File: src/rtl/descriptor_input_arbiter.sv
// Four-port descriptor merger: per-port FIFOs, round-robin issue of one descriptor per cycle,
// saturating drop counter and a drain/pause handshake for lookup-table updates.
module descriptor_input_arbiter #(
    parameter int FIFO_AW      = 2,
    parameter int DRAIN_CYCLES = 4,
    parameter int DATA_W       = 72
) (
    input  logic              i_clk,
    input  logic              i_rst_n,
    input  logic [DATA_W-1:0] iv_descriptor_p0,
    input  logic [DATA_W-1:0] iv_descriptor_p1,
    input  logic [DATA_W-1:0] iv_descriptor_p2,
    input  logic [DATA_W-1:0] iv_descriptor_p3,
    input  logic              i_descriptor_wr_p0,
    input  logic              i_descriptor_wr_p1,
    input  logic              i_descriptor_wr_p2,
    input  logic              i_descriptor_wr_p3,
    output logic [DATA_W-1:0] ov_descriptor,
    output logic              o_descriptor_wr,
    input  logic              i_cfg_pause_req,
    output logic              o_cfg_pause_ack,
    output logic [15:0]       ov_drop_cnt,
    output logic              o_idle
);
    localparam int NPORT = 4;
    localparam int DEPTH = 1 << FIFO_AW;

    typedef enum logic [1:0] {RUN, DRAIN, PAUSE} state_t;

    logic [DATA_W-1:0] din [NPORT];
    logic [NPORT-1:0]  wr;
    logic [DATA_W-1:0] mem [NPORT][DEPTH];
    logic [FIFO_AW:0]  wptr [NPORT];
    logic [FIFO_AW:0]  rptr [NPORT];
    logic [NPORT-1:0]  empty, full, pop, push, drop;
    logic [1:0]        last_grant;
    logic [1:0]        scan_idx;
    logic              grant_vld_p0;
    logic [1:0]        grant_idx_p0;
    logic              wr_p1;
    logic [DATA_W-1:0] desc_p1;
    logic [15:0]       drop_cnt;
    state_t            state;
    logic [3:0]        drain_cnt;
    logic              ack;

    function automatic logic [2:0] count_drops(input logic [NPORT-1:0] d);
        count_drops = 3'(d[0]) + 3'(d[1]) + 3'(d[2]) + 3'(d[3]);
    endfunction

    function automatic logic [15:0] sat_add(input logic [15:0] a, input logic [2:0] b);
        logic [16:0] sum;
        sum = {1'b0, a} + 17'(b);
        sat_add = sum[16] ? 16'hFFFF : sum[15:0];
    endfunction

    assign din[0] = iv_descriptor_p0;
    assign din[1] = iv_descriptor_p1;
    assign din[2] = iv_descriptor_p2;
    assign din[3] = iv_descriptor_p3;
    assign wr     = {i_descriptor_wr_p3, i_descriptor_wr_p2, i_descriptor_wr_p1, i_descriptor_wr_p0};

    always_comb begin
        for (int p = 0; p < NPORT; p++) begin
            empty[p] = (wptr[p] == rptr[p]);
            full[p]  = (wptr[p][FIFO_AW] != rptr[p][FIFO_AW]) &&
                       (wptr[p][FIFO_AW-1:0] == rptr[p][FIFO_AW-1:0]);
        end
    end

    // Stage p0: round-robin pick starting one past the last granted port
    always_comb begin
        grant_vld_p0 = 1'b0;
        grant_idx_p0 = '0;
        scan_idx     = '0;
        if (state == RUN && !i_cfg_pause_req) begin
            for (int k = 1; k <= NPORT; k++) begin
                scan_idx = last_grant + 2'(k);
                if (!grant_vld_p0 && !empty[scan_idx]) begin
                    grant_vld_p0 = 1'b1;
                    grant_idx_p0 = scan_idx;
                end
            end
        end
    end

    // A full FIFO still accepts a write when its head is popped in the same cycle
    always_comb begin
        for (int p = 0; p < NPORT; p++) begin
            pop[p]  = grant_vld_p0 && (grant_idx_p0 == 2'(p));
            push[p] = wr[p] && (!full[p] || pop[p]);
            drop[p] = wr[p] && full[p] && !pop[p];
        end
    end

    always_ff @(posedge i_clk) begin
        for (int p = 0; p < NPORT; p++) begin
            if (push[p]) mem[p][wptr[p][FIFO_AW-1:0]] <= din[p];
        end
    end

    always_ff @(posedge i_clk or negedge i_rst_n) begin
        if (!i_rst_n) begin
            for (int p = 0; p < NPORT; p++) begin
                wptr[p] <= '0;
                rptr[p] <= '0;
            end
        end else begin
            for (int p = 0; p < NPORT; p++) begin
                if (push[p]) wptr[p] <= wptr[p] + 1'b1;
                if (pop[p])  rptr[p] <= rptr[p] + 1'b1;
            end
        end
    end

    // Stage p1: registered merged output, zeroed when nothing is issued
    always_ff @(posedge i_clk or negedge i_rst_n) begin
        if (!i_rst_n) begin
            wr_p1      <= 1'b0;
            desc_p1    <= '0;
            last_grant <= 2'd3;
            drop_cnt   <= '0;
        end else begin
            wr_p1    <= grant_vld_p0;
            desc_p1  <= grant_vld_p0 ? mem[grant_idx_p0][rptr[grant_idx_p0][FIFO_AW-1:0]] : '0;
            drop_cnt <= sat_add(drop_cnt, count_drops(drop));
            if (grant_vld_p0) last_grant <= grant_idx_p0;
        end
    end

    always_ff @(posedge i_clk or negedge i_rst_n) begin
        if (!i_rst_n) begin
            state     <= RUN;
            drain_cnt <= '0;
            ack       <= 1'b0;
        end else begin
            case (state)
                RUN: begin
                    if (i_cfg_pause_req) begin
                        state     <= DRAIN;
                        drain_cnt <= 4'(DRAIN_CYCLES);
                    end
                end
                DRAIN: begin
                    if (!i_cfg_pause_req) begin
                        state <= RUN;
                    end else begin
                        drain_cnt <= drain_cnt - 1'b1;
                        if (drain_cnt == 4'd1) begin
                            state <= PAUSE;
                            ack   <= 1'b1;
                        end
                    end
                end
                PAUSE: begin
                    if (!i_cfg_pause_req) begin
                        state <= RUN;
                        ack   <= 1'b0;
                    end
                end
                default: begin
                    state <= RUN;
                    ack   <= 1'b0;
                end
            endcase
        end
    end

    assign ov_descriptor   = desc_p1;
    assign o_descriptor_wr = wr_p1;
    assign o_cfg_pause_ack = ack;
    assign ov_drop_cnt     = drop_cnt;
    assign o_idle          = (&empty) && !wr_p1;

endmodule

File: config.mk
export PLATFORM = sky130hd
export DESIGN_NAME = descriptor_input_arbiter
export DESIGN_NICKNAME = d
export VERILOG_FILES = /design/src/rtl/descriptor_input_arbiter.sv
export SDC_FILE = /design/constraint.sdc
export NUM_CORES = 1
export LEC_CHECK = 0
export ABC_AREA = 1
export BUFFER_PORTS_ARGS = -buffer_cell sky130_fd_sc_hd__buf_2
export CAP_MARGIN = 20
export CORE_MARGIN = 5
export CORE_UTILIZATION = 50
export CTS_BUF_LIST = sky130_fd_sc_hd__clkbuf_8
export DETAILED_ROUTE_END_ITERATION = 16
export PLACE_DENSITY = 0.74
export SETUP_SLACK_MARGIN = 0.02
export SYNTH_ARGS = -nofsm -noshare
export SYNTH_HDL_FRONTEND = slang
export SYNTH_SLANG_ARGS = --single-unit
File: constraint.sdc
create_clock -name i_clk -period 16.7 [get_ports i_clk]
set_input_delay 3.34 -clock i_clk [delete_from_list [all_inputs] [get_ports i_clk]]
set_output_delay 3.34 -clock i_clk [all_outputs]
set_load 0.005 [all_outputs]
==> flow_summary.toml <==
[yosys]
synth_area_sq_um = 54800
ys_seq_area_share_pct = 68.7
synth_cell_types = 42
avgSynthCellArea_sq_um = 10.2
synth_enable_flop_cells = 1152
yosysTopAreaCell = "edfxtp_1"
synth_top_area_share_pct = 63.2
yosysWarnings = 0
syn_nets = 5669
synthTopCellsByArea = "edfxtp_1, nand2_1, dfrtp_1, nand3_1, inv_1"
synthCells = 5348
ys.flop_type = "edfxtp_1"
async_flop_share_pct = 9.58
synth_seq_cells = 1274

[setup_path]
worst-setup-path-type = "in2reg"
crit_top_cell = "nand2_1"
crit_fanout = 161
crit_path_end_kind = "register"
crit_buf_inv = 8
worst_path_largest_cell_delay_ns = 0.74
required_ns = 17.45
path_delay_family = "buffers and inverters"
worst_setup_path_start_kind = "input pin"
worst_ep_arrival_time_ns = 8.48
crit_chain = "buf_2 > inv_1 > nand2_1 > inv_1 > nand2_1 > inv_6 > nand2_8 > buf_4 > buf_4 > o21ai_1 > nand2_1 > nand2_4 > inv_4 > buf_4 > nand2_1 > nor2_1 > nor2_1"
slowest_stage = "buf_4"

[timing]
hold_viol_final = 0
slew_violations = 0
timing.fmax_mhz = 129
rsz0062_at_grt = "no"
slew_headroom_pct = 21.2
skew_ns = 0.0542
setup_ws_ns = 8.97
worst-slew-pin-transition_ns = 1.18
setup_violations = 0
finalCritPeriodShare_pct = 46.3
period_minus_slack_ns = 7.73
setup_tns_ns = 0

[detailed_routing]
vias = 38510
dr.pass1.iters = 8
first_iter_violations = 4068
drc_errors = 0
drt-total-wl_mm = 155
antenna_left = 0
via_per_inst = 5.22
drt-wirelength-per-cell_um = 21.1

[die]
die_w_um = 341
start_util_pct = 50.3
core_sq_um = 109000
boundaryPins = 386
rows = 121
die_h_um = 341
floorplan.die_area_sq_um = 116000

[place]
place_congestion = 0.848
dp_slack_ns = 8.08
dp_cells = 6953
hpwl_mm = 90.4
io_buffers = 385

[global_route]
busiest_layer = "met2"
grt_antenna_before_repair = 51
grt_pass1_vias = 36916
grt_use_total_pct = 26.3
grt_max_degree = 170
use_met2_pct = 43.1
grt_pass1_wl_mm = 230
grt-ovfl-total = 0
gr-usage-met1_pct = 35.4
grt_util_met3_pct = 5.18

[clocking]
cts_resized = 0
cts-buffers-inserted = 200
clk_latency_ns = 0.91
cts_tree = "yes"
cts_sinks = 1274
cts_hold_buf = 0
post_cts_buffers = 0
htree_levels = 4
clk_path_buf_depth = 3
clk_pin_slew_worst_paths_ns = 0.06
cts_root_buffer = "clkbuf_8"

[power_and_ir_drop]
power_density_nw_per_um2 = 186
ir_drop_mv = 0.153
leakage_nw = 27.9
total_power_w = 0.0115

[outcome]
status = "finished clean"

[final_layout]
layoutNonFillerInstCount = 7373
drive_gt1_share_pct = 13.1
fin_util_pct = 56.8
area_growth_pct = 13.0
final_nets = 6063

[run]
drv_cap = 0

[worst_hold_path]
hp-class = "reg2reg"
[power breakdown]
group | switching [W] | internal [W]
combinational | 0.00324 | 0.00116
clock | 0.00125 | 0.00133
sequential | 0.000228 | 0.00428
total | 0.00471 | 0.00678
[stage by stage]
step / instance area, sq um / hold WS (ns)
after CTS: 61800 / 0.496
after floorplan: 54800 / 0.455
after global placement: 57700 / 0.476
after detailed placement: 57800 / 0.485
after global routing: 61800 / 0.503
final: 61900 / 0.497
[cell usage after synthesis (8+ instances only)]
cell type / n
nor2_1: 251
inv_2: 16
or2_0: 63
clkbuf_1: 26
nand2_1: 2196
a21oi_1: 13
edfxtp_1: 1152
buf_1: 11
buf_4: 23
or2_2: 10
buf_6: 13
buf_2: 180
dfrtp_1: 120
ha_1: 23
nand3_1: 536
xor2_1: 20
inv_1: 635
nand2_2: 8
nand4_1: 8
[per-layer routing]
layer | part of all wire (%) | routed length, um
met3 | 9.1 | 14100
met2 | 48 | 74900
met1 | 40 | 61700
met5 | 0.079 | 122
met4 | 2.9 | 4460
[cells in the final DEF, fill, tap and decap left out, drive strengths merged]
cell	instances
nor3	4
nand4	8
nor3b	2
inv	744
o21ai	10
clkinv	56
and2	1
bufinv	7
a31oi	1
buf	446
o211ai	1
nor2	254
or2	73
a21oi	14
nand3	540
ha	23
fa	3
a211oi	1
dfrtp	120
xnor2	3
nand2	2206
a21o	1
xor2	20
mux2	1
clkbuf	221
o31ai	1
nand3b	1
edfxtp	1152
dfstp	2
diode	40
clkinvlp	2
o22ai	1
[final timing paths]
kind	startpoint	to	slack [ns]	depth (start not counted)
worst max register to register	wptr[9]	ov_descriptor[10]	10.09	22
worst min register to register	state[1]	state[0]	0.50	1
worst min-delay path	state[1]	state[0]	0.50	1
worst max-delay path	i_cfg_pause_req	ov_descriptor[10]	8.97	17
max in group asynchronous	i_rst_n	ov_descriptor[12]	12.39	3
min in group asynchronous	i_rst_n	ov_descriptor[53]	2.40	1
[flip-flops by register name, summed over array words and instances, names as in the netlist]
signal           count
state                2
mem               1152
drain_cnt            4
o_cfg_pause_ack      1
rptr                12
wptr                12
last_grant           2
ov_descriptor       72
o_descriptor_wr      1
ov_drop_cnt         16
[layout make-up]
class | instances | area [sq um]
Sequential cell | 1274 | 37600
Antenna cell | 40 | 100
Inverter | 651 | 2450
Clock inverter | 158 | 921
Timing Repair Buffer | 446 | 2460
Tap cell | 1414 | 1770
Clock buffer | 221 | 3040
Multi-Input combinational cell | 3169 | 13500
Fill cell | 9047 | 47000
[cells by family after synthesis]
logic type / Yosys count / synth area share [%]
adder cells (fa/ha/maj): 26 / 0.635
AO/OA/AOI/OAI: 30 / 0.311
XOR/XNOR: 23 / 0.395
buffers and inverters: 905 / 6.97
AND/OR/NAND/NOR: 3089 / 22.9
multiplexers: 1 / 0.0206
flip-flops: 1274 / 68.7
Power figures use the tool's default switching activity.
